==> src/rtl/iir_pkg.sv <==
// Types and helpers shared by the biquad datapath and its output decimator.
package iir_pkg;

    localparam int IIR_DATA_W = 16;

    typedef logic signed [IIR_DATA_W-1:0] iir_sample_t;

    // Ceiling log2, usable in parameter expressions; returns 0 for values <= 1.
    function automatic int clog2(input int value);
        int result;
        result = 0;
        for (int v = value - 1; v > 0; v = v >> 1) begin
            result = result + 1;
        end
        return result;
    endfunction

endpackage

==> src/rtl/iir_output_decimator_fifo.sv <==
// First-word-fall-through synchronous FIFO. The head sits in a register, so rd_data
// keeps showing the last sample read while the FIFO is empty.
module sync_fifo_fwft
    import iir_pkg::*;
#(
    parameter int DATA_W = IIR_DATA_W,
    parameter int DEPTH  = 8,
    localparam int AW    = clog2(DEPTH),
    localparam int LW    = AW + 1
) (
    input  logic              clk,
    input  logic              rst,
    input  logic              wr_en,
    input  logic [DATA_W-1:0] wr_data,
    output logic              full,
    input  logic              rd_en,
    output logic [DATA_W-1:0] rd_data,
    output logic              empty,
    output logic [LW-1:0]     level
);

    logic [DATA_W-1:0] r_mem [DEPTH];
    logic [AW-1:0]     r_wr_ptr;
    logic [AW-1:0]     r_rd_ptr;
    logic [LW-1:0]     r_level;
    logic [LW-1:0]     w_level_next;
    logic [DATA_W-1:0] r_head;
    logic [DATA_W-1:0] w_head_next;
    logic              w_rd;
    logic              w_wr;

    assign full    = (r_level == LW'(DEPTH));
    assign empty   = (r_level == LW'(0));
    assign w_rd    = rd_en && !empty;
    // A full FIFO still takes a write when the head leaves in the same cycle.
    assign w_wr    = wr_en && (!full || w_rd);
    assign rd_data = r_head;
    assign level   = r_level;

    // Occupancy after this edge.
    always_comb begin
        w_level_next = r_level;
        case ({w_wr, w_rd})
            2'b10:   w_level_next = r_level + LW'(1);
            2'b01:   w_level_next = r_level - LW'(1);
            default: w_level_next = r_level;
        endcase
    end

    // Next head: the incoming word if it lands in an otherwise empty queue, else the next entry.
    always_comb begin
        w_head_next = r_head;
        if (w_wr && ((r_level - LW'(w_rd)) == LW'(0))) begin
            w_head_next = wr_data;
        end else if (w_rd && (w_level_next != LW'(0))) begin
            w_head_next = r_mem[r_rd_ptr + AW'(1)];
        end else begin
            w_head_next = r_head;
        end
    end

    // Storage array.
    always_ff @(posedge clk) begin
        if (w_wr) begin
            r_mem[r_wr_ptr] <= wr_data;
        end
    end

    // Pointers, occupancy and head register.
    always_ff @(posedge clk) begin
        if (rst) begin
            r_wr_ptr <= AW'(0);
            r_rd_ptr <= AW'(0);
            r_level  <= LW'(0);
            r_head   <= DATA_W'(0);
        end else begin
            if (w_wr) begin
                r_wr_ptr <= r_wr_ptr + AW'(1);
            end
            if (w_rd) begin
                r_rd_ptr <= r_rd_ptr + AW'(1);
            end
            r_level <= w_level_next;
            r_head  <= w_head_next;
        end
    end

endmodule

==> src/rtl/iir_output_decimator.sv <==
// Decimates the biquad output stream by DECIM and queues results for a valid/ready consumer.
// Define IIR_DECIM_AVG_EN to output the boxcar mean of each window instead of its last sample.
module iir_output_decimator
    import iir_pkg::*;
#(
    parameter int DATA_W     = IIR_DATA_W,
    parameter int DECIM      = 8,
    parameter int FIFO_DEPTH = 8,
    localparam int LVL_W     = clog2(FIFO_DEPTH) + 1
) (
    input  logic                     clk,
    input  logic                     rst,
    input  logic signed [DATA_W-1:0] din,
    output logic signed [DATA_W-1:0] m_tdata,
    output logic                     m_tvalid,
    input  logic                     m_tready,
    output logic                     overflow,
    output logic [LVL_W-1:0]         fifo_level
);

    localparam int PH_W = clog2(DECIM);

    logic [PH_W-1:0]          r_phase;
    logic                     w_last;
    logic signed [DATA_W-1:0] w_dec_next;
    logic signed [DATA_W-1:0] r_dec;
    logic                     r_dec_vld;
    logic                     r_overflow;
    logic                     w_drop;
    logic                     w_full;
    logic                     w_empty;
    logic [DATA_W-1:0]        w_rd_data;
    logic [LVL_W-1:0]         w_level;

    assign w_last = (r_phase == PH_W'(DECIM - 1));

`ifdef IIR_DECIM_AVG_EN
    localparam int ACC_W = DATA_W + PH_W;

    logic signed [ACC_W-1:0] r_acc;
    logic signed [ACC_W-1:0] w_din_ext;
    logic signed [ACC_W-1:0] w_sum;

    assign w_din_ext  = ACC_W'(din);
    assign w_sum      = (r_phase == PH_W'(0)) ? w_din_ext : (r_acc + w_din_ext);
    // Arithmetic shift floors, so negative means round toward minus infinity.
    assign w_dec_next = DATA_W'(w_sum >>> PH_W);

    // Window accumulator, reloaded at phase 0.
    always_ff @(posedge clk) begin
        if (rst) begin
            r_acc <= ACC_W'(0);
        end else begin
            r_acc <= w_sum;
        end
    end
`else
    assign w_dec_next = din;
`endif

    // Phase counter and decimated-sample register; the FIFO write follows one edge later.
    always_ff @(posedge clk) begin
        if (rst) begin
            r_phase   <= PH_W'(0);
            r_dec     <= DATA_W'(0);
            r_dec_vld <= 1'b0;
        end else begin
            r_phase   <= r_phase + PH_W'(1);
            r_dec_vld <= w_last;
            if (w_last) begin
                r_dec <= w_dec_next;
            end
        end
    end

    // A pending sample is lost only if the FIFO is full and the head is not leaving.
    assign w_drop = r_dec_vld && w_full && !m_tready;

    // Sticky overflow flag.
    always_ff @(posedge clk) begin
        if (rst) begin
            r_overflow <= 1'b0;
        end else begin
            r_overflow <= r_overflow | w_drop;
        end
    end

    sync_fifo_fwft #(
        .DATA_W (DATA_W),
        .DEPTH  (FIFO_DEPTH)
    ) u_fifo (
        .clk     (clk),
        .rst     (rst),
        .wr_en   (r_dec_vld),
        .wr_data (r_dec),
        .full    (w_full),
        .rd_en   (m_tready),
        .rd_data (w_rd_data),
        .empty   (w_empty),
        .level   (w_level)
    );

    assign m_tdata    = w_rd_data;
    assign m_tvalid   = !w_empty;
    assign overflow   = r_overflow;
    assign fifo_level = w_level;

endmodule

==> config.mk <==
export PLATFORM = sky130hd
export DESIGN_NAME = iir_output_decimator
export DESIGN_NICKNAME = d
export VERILOG_FILES = /design/src/rtl/iir_pkg.sv /design/src/rtl/iir_output_decimator_fifo.sv /design/src/rtl/iir_output_decimator.sv
export SDC_FILE = /design/constraint.sdc
export NUM_CORES = 1
export LEC_CHECK = 0
export ABC_CLOCK_PERIOD_IN_PS = 5150
export CORE_ASPECT_RATIO = 0.9
export CORE_UTILIZATION = 59
export DETAILED_ROUTE_END_ITERATION = 12
export PLACE_DENSITY = 0.86
export RECOVER_POWER = 50
export REMOVE_ABC_BUFFERS = 1
export SLEW_MARGIN = 20
export SYNTH_ARGS = -nofsm -noshare
export SYNTH_HDL_FRONTEND = slang
export SYNTH_HIERARCHICAL = 1
export SYNTH_SLANG_ARGS = --single-unit
==> constraint.sdc <==
create_clock -name clk -period 5.15 [get_ports clk]
set_clock_uncertainty 0.1 [all_clocks]
set_input_delay 1.545 -clock clk [delete_from_list [all_inputs] [get_ports clk]]
set_output_delay 1.545 -clock clk [all_outputs]
set_load 0.02 [all_outputs]
**After elaboration in Yosys (flattened, before gate mapping)**

Memories as Yosys holds them, arrays and structs flattened.
Cells that the tools add are included.

- Output and inout port bits: 22
- Logic and storage cells: 39
- Latch bits: 0
- Memories: 1
- Bits in registers: 47
- ROM bits: 0
- Memory bits (writable): 128

Memory list:

| memory | words | bits a word | rd ports | clocked after memory_dff | wr ports | line | source |
|---|---|---|---|---|---|---|---|
| u_fifo.r_mem | 8 | 16 | 1 | 0 | 1 | iir_output_decimator_fifo.sv:22 | `logic [DATA_W-1:0] r_mem [DEPTH];` |

- Multipliers: 0
- Divide/modulo/power cells: 0
- Reduce and logical (&&, ||, !) cells: 14
- Shift-type cells: 0
- Order comparisons: 0
- Bitwise operators: 1
- Eq/ne operators: 4
- Mux-type cells: 5
- $add $sub $neg: 6

Operator list:

| cell | count |
|---|---|
| 2-to-1 mux 16 bit | 2 |
| adder 3 x 1 -> 3 bit (second input constant) | 3 |
| zero test 4 bit | 2 |
| case mux 4 bit (2 select lines) | 1 |
| logical AND 1 bit | 6 |
| adder 4 x 1 -> 4 bit (second input constant) | 1 |
| == test 4 bit (second input constant) | 1 |
| nonzero test 4 bit | 1 |
| subtractor 4 x 1 -> 4 bit | 1 |
| subtractor 4 x 1 -> 4 bit (second input constant) | 1 |
| == test 3 bit (second input constant) | 1 |
| zero test 1 bit | 3 |
| == test 2 x 1 -> 1 bit (second input constant) | 1 |
| == test 2 bit (second input constant) | 1 |
| 2-to-1 mux 1 bit | 2 |
| nonzero test 2 bit | 1 |
| logical OR 1 bit | 1 |
| bitwise OR 1 bit | 1 |

**Logic depth before layout (Yosys ltp)**

Gate-level depths: netlist (run 1).

- Word-level depth: 11
- Gate-level depth with buffers: 10
- Mapped depth without buffers: 8

**Cells and area by module**

Netlist (run 1), hierarchy kept.

Modules (own cells, without submodules):

| module | area an instance (um2) | instances | sequential area each (um2) | cells each |
|---|---|---|---|---|
| sync_fifo_fwft | 6312.3 | 1 | 4364.2 | 368 |
| iir_output_decimator | 762.0 | 1 | 420.4 | 68 |

**Worst setup path after synthesis (run 1)**

No wires, ideal clock.

- Kind: input to register
- Start point: input port m_tready
- End point: register u_fifo.r_head[14] (netlist: u_fifo/rd_data[14])
- Setup time: 0.117 ns
- Stages: 9
- Required time: 4.933 ns
- Arrival: 3.903 ns
- Setup slack: 1.030 ns
- Cells stage by stage: clkbuf_1 o41ai_1 nor2_1 fa_1 or4_4 o2111ai_2 buf_4 nand3b_1 a32o_1

- Cells in the longest elaborated chain, start to end: 8

Ends and longest elaborated chain:

| element | line | source |
|---|---|---|
| start: declaration | iir_output_decimator.sv:16 | `input logic m_tready,` |
| logical AND 1 bit * | iir_output_decimator_fifo.sv:34 | `assign w_rd = rd_en && !empty;` |
| logical OR 1 bit | iir_output_decimator_fifo.sv:36 | `assign w_wr = wr_en && (!full \|\| w_rd);` |
| logical AND 1 bit | iir_output_decimator_fifo.sv:36 |  |
| == test 2 x 1 -> 1 bit or == test 2 bit (tied branches) | iir_output_decimator_fifo.sv:43 | `case ({w_wr, w_rd})` |
| case mux 4 bit (2 select lines) | iir_output_decimator_fifo.sv:43 |  |
| nonzero test 4 bit | iir_output_decimator_fifo.sv:55 | `end else if (w_rd && (w_level_next != LW'(0))) begin` |
| logical AND 1 bit | iir_output_decimator_fifo.sv:55 |  |
| nonzero test 2 bit (no line) | -- |  |
| end signal: assignment | iir_output_decimator_fifo.sv:84 | `r_head <= w_head_next;` |
| end: declaration | iir_output_decimator_fifo.sv:27 | `logic [DATA_W-1:0] r_head;` |

Every way passes the cells marked *; elsewhere a longest branch is shown, timed or not.
A chain may end at the register's enable or synchronous reset.

**Worst setup path after layout (run 1)**

Same ends and word-level chain as after synthesis.

==> flow_summary.toml, run 1 <==
[clock_tree]
cts.sinks = 175
cts_buffers = 17
hold_buffers = 0
clkTransAtPathRegs_ns = 0.06
clockBufferDepth = 2
cts_setup_buffers = 0
cts-root-buf = "clkbuf_16"
cts_resized = 0
clkLatencyLatePin_ns = 0.42
cts_tree = "done"
cts_max_level = 4

[pwr]
p_per_area_nw_per_um2 = 398
vdd_ir_drop_max_mv = 0.380
p_leak_nw = 2.72

[critical_path]
crit_required_ns = 5.37
path_cells = "clkdlybuf4s50_1 -> o41ai_1 -> nor2_1 -> fa_1 -> or4_4 -> o2111ai_2 -> buf_4 -> nand3b_1 -> a32o_1"
worstPathArrival_ns = 4.49
max_stage_delay_ns = 0.54
crit_fanout = 31
start_kind = "primary input"
slowest_stage = "or4_4"
cp-end-kind = "flip-flop"
worstSetupPathType = "primary input to flip-flop"
ff2ff_path_depth = 9

[sta]
period_needed_ns = 4.27
hold_viol = 0
tightest_slew_ns = 1.72
final.period_utilization_pct = 82.9
fin_setup_tns_ns = 0
relSlewSlack_pct = -14.7
rsz0062_at_grt = "false"
finalMaxSlewViolations = 34
setup_viol = 0
fmax_mhz = 234

[die]
rows = 37
fp.dieW_microns = 117
fp.dieArea_sq_um = 12400
core_sq_um = 11600
io_pins = 41
die_h_microns = 106
start_util_pct = 61.1

[logic_synthesis]
yosys_most_used_dff = "edfxtp_1"
synth_cell_type_count = 41
netlist_area_sq_um = 7070
syn_avg_cell_area_sq_um = 16.2
yosys_register_bits = 175
yosysWarningCount = 6
synth_top_cell_by_area = "edfxtp_1"
synth_edf_count = 128
synthCells = 436
synthArstFlopShare_pct = 0
ys_seq_area_share_pct = 67.6
yosysTopAreaCellShare_pct = 54.3
synthTopCellsByArea = "edfxtp_1, dfxtp_1, mux4_2, mux2i_1, a41oi_1"

[grt]
grt_max_degree = 35
antenna_found_initial = 0
grt_pass1_wl_mm = 22.6
grt_overflow = 0
grt_pass1_vias = 4042
grtUsageTotal_pct = 25.4

[layout]
final_common_cell = "edfxtp_1"
fin_cells = 652
layout_common_cells = "edfxtp_1, dfxtp_1, mux2i_1, clkdlybuf4s50_1, mux4_2"
area_growth_pct = 17.4
layout.nets = 511
nFillCells = 719
layout-drive-gt1-share_pct = 18.8
n_antenna_cell = 0

[worst_hold_path]
hold_class = "flip-flop to flip-flop"
holdPathStages = 1

[placed_design]
place.gp.congestion = 0.828
dp_cells = 620
port-buffer-count = 40
hpwl_mm = 8.47

[detailed_routing]
drt_first_pass_iters = 5
wire_per_inst_microns = 22.4
drt_iter0_drc = 391
via_per_inst = 6.11
wl_mm = 14.6
antenna_left = 0
drc = 0
vias = 3982

[outcome]
failed_checks = "max-capacitance violations, max-slew violations"
status = "finished with violations"

[flow_run]
maxCapViolCount = 1
[where the power goes]
part	internal [mW]	leakage (nW)	switching (mW)
clock network	0.835	0.303	0.504
logic	0.192	0.922	0.213
registers	1.53	1.49	0.0320
total	2.56	2.72	0.749
[routing by layer]
layer  GRT usage [%]  share of wire, %  wire [microns]
met5               0                 0               0
met4            9.83               1.6             227
met3            6.28               6.0             875
met2            43.5                53            7750
met1            31.3                39            5770
[Yosys cell counts, types with 2 or more instances]
library cell and count:
a21o_1 17, a21oi_1 4, a41oi_1 15, and2_1 16
buf_2 13, buf_4 2, clkbuf_1 10, dfxtp_1 47
edfxtp_1 128, ha_1 8, inv_1 6, mux2i_1 34
mux4_2 32, nand2_1 10, nand2b_1 2, nand3_1 4
nand3b_1 3, nor2_1 32, nor2b_1 4, nor3_1 5
nor4_1 3, o21ai_0 16, xnor2_1 2, xor2_1 6
[state kept, by name (all words and copies together) (netlist names), 3 cells and up]
register / flops
u_fifo/rd_data: 16
r_phase: 3
u_fifo/r_mem: 128
u_fifo/level: 4
u_fifo/r_wr_ptr: 3
u_fifo/r_rd_ptr: 3
r_dec: 16
[final cells by class]
type / instances / area [sq um] / share of cell area, %
clock buffer: 21 / 460 / 5.54
inverter: 7 / 26.3 / 0.316
tap: 156 / 195 / 2.35
timing repair buffer: 55 / 509 / 6.13
multi-input combinational: 227 / 2170 / 26.1
clock inverter: 11 / 164 / 1.97
sequential: 175 / 4790 / 57.6
[stage by stage]
step	hold WS, ns	utilization, %	power (mW)	worst slack, ns	cell area [sq um]
finish	0.316	71.8	3.30	0.879	8310
global route	0.346	71.8	3.40	0.803	8310
CTS	0.320	71.8	3.33	0.933	8310
detailed placement	0.311	66.4	2.00	0.491	7690
global placement	0.299	66.4	1.98	0.650	7680
floorplan	0.290	-	1.84	0.934	6930
[worst max-delay path: cells and delay by family]
kind / cells / cell delay, ns
and+or+nand+nor: 3 / 1.00
AOI/OAI and AO/OA: 3 / 0.59
adders and majority gates: 1 / 0.51
buffers and inverters: 2 / 0.84
[worst paths after layout]
kind / startpoint / to / slack (ns)
max: m_tready / u_fifo/rd_data[14]$_SDFFE_PP0P_ / 0.88
min: r_phase[0]$_SDFF_PP0_ / r_phase[0]$_SDFF_PP0_ / 0.32
max reg2reg: u_fifo/level[3]$_SDFF_PP0_ / u_fifo/rd_data[14]$_SDFFE_PP0P_ / 1.45
min reg2reg: r_phase[0]$_SDFF_PP0_ / r_phase[0]$_SDFF_PP0_ / 0.32
[cell families after synthesis]
family | share of synthesized area, %
mux | 15.0
fa+ha+maj | 1.70
xor+xnor | 0.990
buf+inv | 2.48
compound gates | 6.35
simple gates | 5.85
flops | 67.6
(Power assumes the default switching activity.)
==> run 2, diff against run 1 <==
--- a/config.mk
+++ b/config.mk
@@ -5,11 +5,11 @@
 export SDC_FILE = /design/constraint.sdc
 export NUM_CORES = 1
 export LEC_CHECK = 0
-export ABC_CLOCK_PERIOD_IN_PS = 5150
+export ABC_CLOCK_PERIOD_IN_PS = 3500
 export CORE_ASPECT_RATIO = 0.9
-export CORE_UTILIZATION = 59
+export CORE_UTILIZATION = 53
 export DETAILED_ROUTE_END_ITERATION = 12
-export PLACE_DENSITY = 0.86
+export PLACE_DENSITY = 0.82
 export RECOVER_POWER = 50
 export REMOVE_ABC_BUFFERS = 1
 export SLEW_MARGIN = 20
==> constraint.sdc (replaced) <==
create_clock -name clk -period 3.5 [get_ports clk]
set_clock_uncertainty 0.1 [all_clocks]
set_input_delay 1.05 -clock clk [delete_from_list [all_inputs] [get_ports clk]]
set_output_delay 1.05 -clock clk [all_outputs]
set_load 0.02 [all_outputs]
==> flow_summary.toml, run 2 (same netlist as run 1, synthesis figures left out) <==
[grt]
grt_pass1_wl_mm = 22.8
grtUsageTotal_pct = 23.2
antenna_found_initial = 0
grt_pass1_vias = 4247
grt_overflow = 0
grt_max_degree = 32

[critical_path]
crit_required_ns = 3.75
crit_fanout = 7
worstSetupPathType = "primary input to flip-flop"
rrSetupSlack_ns = 0.41
r2r-end = "u_fifo/rd_data[3]$_SDFFE_PP0P_"
ff2ff_path_depth = 10
start_kind = "primary input"
worstPathArrival_ns = 3.70
r2r_start = "u_fifo/level[3]$_SDFF_PP0_"
cp-end-kind = "flip-flop"

[sta]
finalMaxSlewViolations = 32
fmax_mhz = 290
tightest_slew_ns = 1.61
fin_setup_tns_ns = 0
hold_ws_ns = 0.322
final.period_utilization_pct = 98.6
period_needed_ns = 3.45
hold_viol = 0
setup_viol = 0
rsz0062_at_grt = "false"
fin_ws_ns = 0.0478
relSlewSlack_pct = -7.29

[placed_design]
dp_slack_ns = -0.369
hpwl_mm = 8.77
port-buffer-count = 40
place.gp.congestion = 0.838

[clock_tree]
cts-root-buf = "clkbuf_16"
clkTransAtPathRegs_ns = 0.06
clkLatencyLatePin_ns = 0.43
hold_buffers = 0
clockBufferDepth = 2
cts_buffers = 17
cts.sinks = 175
cts_tree = "done"
cts_max_level = 4

[die]
fp.dieArea_sq_um = 13800
die_h_microns = 112
io_pins = 41
rows = 39
start_util_pct = 55.1
fp.dieW_microns = 124
core_sq_um = 12800

[detailed_routing]
vias = 4186
wl_mm = 15.3
drt_iter0_drc = 409
antenna_left = 0
via_per_inst = 6.19
drt_first_pass_iters = 5
wire_per_inst_microns = 22.7
drc = 0

[layout]
n_antenna_cell = 0
area_growth_pct = 21.0
layout.nets = 527
layout_common_cells = "edfxtp_1, dfxtp_1, mux2i_1, clkdlybuf4s50_1, mux4_2"
top_register = "u_fifo/r_mem"
final_common_cell = "edfxtp_1"
nFillCells = 850
largest_register_ffs = 128
fin_util_pct = 66.7
layout-drive-gt1-share_pct = 21.3

[flow_run]
maxCapViolCount = 1

[pwr]
p_leak_nw = 2.83
p_per_area_nw_per_um2 = 570
vdd_ir_drop_max_mv = 0.423

[worst_hold_path]
holdCritStartpoint = "r_phase[0]$_SDFF_PP0_"
hold_class = "flip-flop to flip-flop"
holdPathStages = 1
holdPathEnd = "r_phase[0]$_SDFF_PP0_"

[outcome]
status = "finished with violations"
failed_checks = "max-capacitance violations, max-slew violations"
## run 2: changes by cell type in the layout (fill, tap and decap cells not counted), moves of 2 or more
cell,before,now
o21ai_0,16,11
clkbuf_8,2,0
clkbuf_16,17,19
clkinv_2,4,2
buf_12,0,5
buf_4,14,21
clkinvlp_4,2,5
o21ai_1,0,5
## run 2: per-layer routing
layer | share of wire, % | vias up | GRT usage, %
li1 | - | 1819 | -
met1 | 40 | 2146 | 28.7
met2 | 51 | 193 | 38.3
met3 | 6.9 | 28 | 5.17
met4 | 2.1 | 0 | 11.2
met5 | 0 | - | 0
## run 2: timing repair
| action | CTS | global route |
|---|---|---|
| setup endpoints to repair | 0 | 15 |
| setup buffers | 0 | 3 |
| resized for setup | 0 | 10 |
## run 2: final cells by class
class / count / area [sq um] / area share, %
Sequential cell: 175 / 4790 / 55.9
Clock inverter: 14 / 168 / 1.96
Multi-Input combinational cell: 227 / 2200 / 25.8
Tap cell: 164 / 205 / 2.40
Inverter: 7 / 26.3 / 0.307
Timing Repair Buffer: 71 / 738 / 8.63
Clock buffer: 18 / 429 / 5.02
## run 2: critical path: stages
cell and delay, ns:
clkdlybuf4s50_1 0.52, o41ai_4 0.11, nor2_4 0.19, fa_1 0.43
or4_4 0.59, o2111ai_4 0.25, buf_12 0.16, clkbuf_16 0.15
a41oi_1 0.13, o21ai_0 0.11
## run 2: worst max path at each step
stage | slack, ns | start | end | cells after the start
2_1_floorplan | -0.53 | u_fifo/r_rd_ptr[0]$_SDFFE_PP0N_ | u_fifo/rd_data[14]$_SDFFE_PP0P_ | 6
3_3_place_gp | -0.27 | m_tready | u_fifo/rd_data[15]$_SDFFE_PP0P_ | 9
3_5_place_dp | -0.37 | m_tready | u_fifo/rd_data[12]$_SDFFE_PP0P_ | 9
4_1_cts | 0.05 | m_tready | u_fifo/rd_data[3]$_SDFFE_PP0P_ | 9
5_1_grt | 0.006 | m_tready | u_fifo/rd_data[6]$_SDFFE_PP0P_ | 10
6_report | 0.05 | m_tready | u_fifo/rd_data[3]$_SDFFE_PP0P_ | 10
## run 2: stage by stage
step | power [mW] | area (sq um) | std cells
2_1_floorplan | 2.71 | 6930 | 409
3_3_place_gp | 2.93 | 7820 | 637
3_5_place_dp | 2.96 | 7820 | 637
4_1_cts | 4.84 | 8410 | 669
5_1_grt | 5.01 | 8560 | 676
6_report | 4.88 | 8560 | 676
## run 2: where the power goes
group	leakage, nW	switching [mW]	internal, mW	total (mW)
Combinational	1.06	0.319	0.335	0.654
Clock	0.276	0.784	1.12	1.90
Sequential	1.49	0.0711	2.25	2.32
==> run 3, diff against run 2 <==
--- a/config.mk
+++ b/config.mk
@@ -5,14 +5,16 @@
 export SDC_FILE = /design/constraint.sdc
 export NUM_CORES = 1
 export LEC_CHECK = 0
-export ABC_CLOCK_PERIOD_IN_PS = 3500
+export ABC_CLOCK_PERIOD_IN_PS = 3300
+export CELL_PAD_IN_SITES_DETAIL_PLACEMENT = 0
+export CELL_PAD_IN_SITES_GLOBAL_PLACEMENT = 2
 export CORE_ASPECT_RATIO = 0.9
-export CORE_UTILIZATION = 53
+export CORE_UTILIZATION = 44
 export DETAILED_ROUTE_END_ITERATION = 12
-export PLACE_DENSITY = 0.82
+export PLACE_DENSITY = 0.86
 export RECOVER_POWER = 50
 export REMOVE_ABC_BUFFERS = 1
-export SLEW_MARGIN = 20
+export SLEW_MARGIN = 10
 export SYNTH_ARGS = -nofsm -noshare
 export SYNTH_HDL_FRONTEND = slang
 export SYNTH_HIERARCHICAL = 1
==> constraint.sdc (replaced) <==
create_clock -name clk -period 3.3 [get_ports clk]
set_clock_uncertainty 0.1 [all_clocks]
set_input_delay 0.99 -clock clk [delete_from_list [all_inputs] [get_ports clk]]
set_output_delay 0.99 -clock clk [all_outputs]
set_load 0.02 [all_outputs]
==> flow_summary.toml, run 3 (same netlist as run 1, synthesis figures left out) <==
[outcome]
status = "finished, final reports clean"

[critical_path]
slowest_stage = "or4_4"
worstPathArrival_ns = 3.26
crit_required_ns = 3.51
crit_fanout = 8
critical-path-top-delay-family = "simple AND/OR/NAND/NOR gates"
cp_num_buf_inv = 3
path_cells = "dlymetal6s2s_1 -> o41ai_4 -> nor2_2 -> fa_1 -> or4_4 -> o2111ai_4 -> buf_12 -> clkbuf_16 -> a21o_1 -> o21ai_0"
cp-end-kind = "flip-flop"
worstSetupPathType = "primary input to flip-flop"
max_stage_delay_ns = 0.59
start_kind = "primary input"

[clock_tree]
cts_max_level = 4
clockBufferDepth = 2
clkLatencyLatePin_ns = 0.44
hold_buffers = 0
cts_buffers = 17
cts-root-buf = "clkbuf_16"
cts_tree = "done"
cts.sinks = 175
clkTransAtPathRegs_ns = 0.07

[layout]
layout.nets = 533
layout_common_cells = "edfxtp_1, dfxtp_1, clkdlybuf4s50_1, mux2i_1, mux4_2"
final_common_cell = "edfxtp_1"
area_growth_pct = 22.1
largest_register_ffs = 128
layout-drive-gt1-share_pct = 21.8
fin_util_pct = 55.5
n_antenna_cell = 0
top_register = "u_fifo/r_mem"

[sta]
hold_ws_ns = 0.311
final.period_utilization_pct = 92.7
hold_viol = 0
period_needed_ns = 3.06
tightest_slew_ns = 1.20
setup_viol = 0
fmax_mhz = 327
fin_setup_tns_ns = 0
relSlewSlack_pct = 20.2
finalMaxSlewViolations = 0
rsz0062_at_grt = "false"

[grt]
grtUsageTotal_pct = 18.7
antenna_found_initial = 0
grt_pass1_vias = 3890
grt_pass1_wl_mm = 22.0
grt_overflow = 0
grt_max_degree = 34

[placed_design]
port-buffer-count = 40
hpwl_mm = 8.63
place.gp.congestion = 0.806

[flow_run]
maxCapViolCount = 0

[detailed_routing]
drt_first_pass_iters = 4
drc = 0
drt_iter0_drc = 238
vias = 3993
via_per_inst = 5.55
wire_per_inst_microns = 20.6
antenna_left = 0
wl_mm = 14.8

[pwr]
p_leak_nw = 2.83
vdd_ir_drop_max_mv = 0.372
p_per_area_nw_per_um2 = 605
p_total_mw = 5.22

[die]
fp.dieW_microns = 136
rows = 43
die_h_microns = 122
io_pins = 41
core_sq_um = 15500
fp.dieArea_sq_um = 16600
start_util_pct = 45.5

[worst_hold_path]
hold_class = "flip-flop to flip-flop"
## run 3: metal layers
metal / routed length [microns] / share of wire [%] / up-vias / GRT usage [%]
li1: - / - / 1836 / -
met2: 7280 / 49 / 92 / 29.9
met1: 6770 / 46 / 2046 / 25.1
met5: 0 / 0 / - / 0
met4: 178 / 1.2 / 0 / 6.32
met3: 566 / 3.8 / 19 / 4.58
## run 3: layout make-up
type | instances | area, sq um
Fill cell | 1194 | 6910
Sequential cell | 175 | 4790
Multi-Input combinational cell | 227 | 2210
Timing Repair Buffer | 77 | 752
Clock buffer | 17 | 425
Tap cell | 202 | 253
Clock inverter | 15 | 185
Inverter | 7 | 26.3
## run 3: worst register-to-register path, stage by stage (launching register included)
cell and delay [ns]:
dfxtp_1 0.41, o41ai_4 0.44, nor2_2 0.13, fa_1 0.42
xor2_1 0.19, or4_4 0.47, o2111ai_4 0.24, buf_12 0.16
clkbuf_16 0.15, a21o_1 0.11, o21ai_0 0.07
## run 3: what timing repair did
item,CTS,global route
resized for setup,0,8
setup buffers,0,3
hold endpoints to repair,0,0
setup endpoints to repair,0,15
## run 3: power breakdown
group / internal [mW] / leakage (nW) / switching (mW)
clock network: 1.20 / 0.283 / 0.859
logic: 0.379 / 1.05 / 0.354
registers: 2.38 / 1.49 / 0.0492
total: 3.96 / 2.83 / 1.26
## run 3: through the flow
stage               setup slack, ns  std cells  instance area [sq um]
global placement             -0.316        682                   7930
finish                        0.241        720                   8630
CTS                          0.0174        714                   8540
detailed placement           -0.432        682                   7930
global route                  0.153        720                   8630
floorplan                    -0.733        409                   6930
## run 3: final timing paths
path	from	end	slack, ns	cells past startpoint
min	r_phase[0]$_SDFF_PP0_	r_phase[0]$_SDFF_PP0_	0.31	1
max reg2reg	u_fifo/level[2]$_SDFF_PP0_	u_fifo/rd_data[1]$_SDFFE_PP0P_	0.29	10
max	m_tready	u_fifo/rd_data[1]$_SDFFE_PP0P_	0.24	10
min reg2reg	r_phase[0]$_SDFF_PP0_	r_phase[0]$_SDFF_PP0_	0.31	1
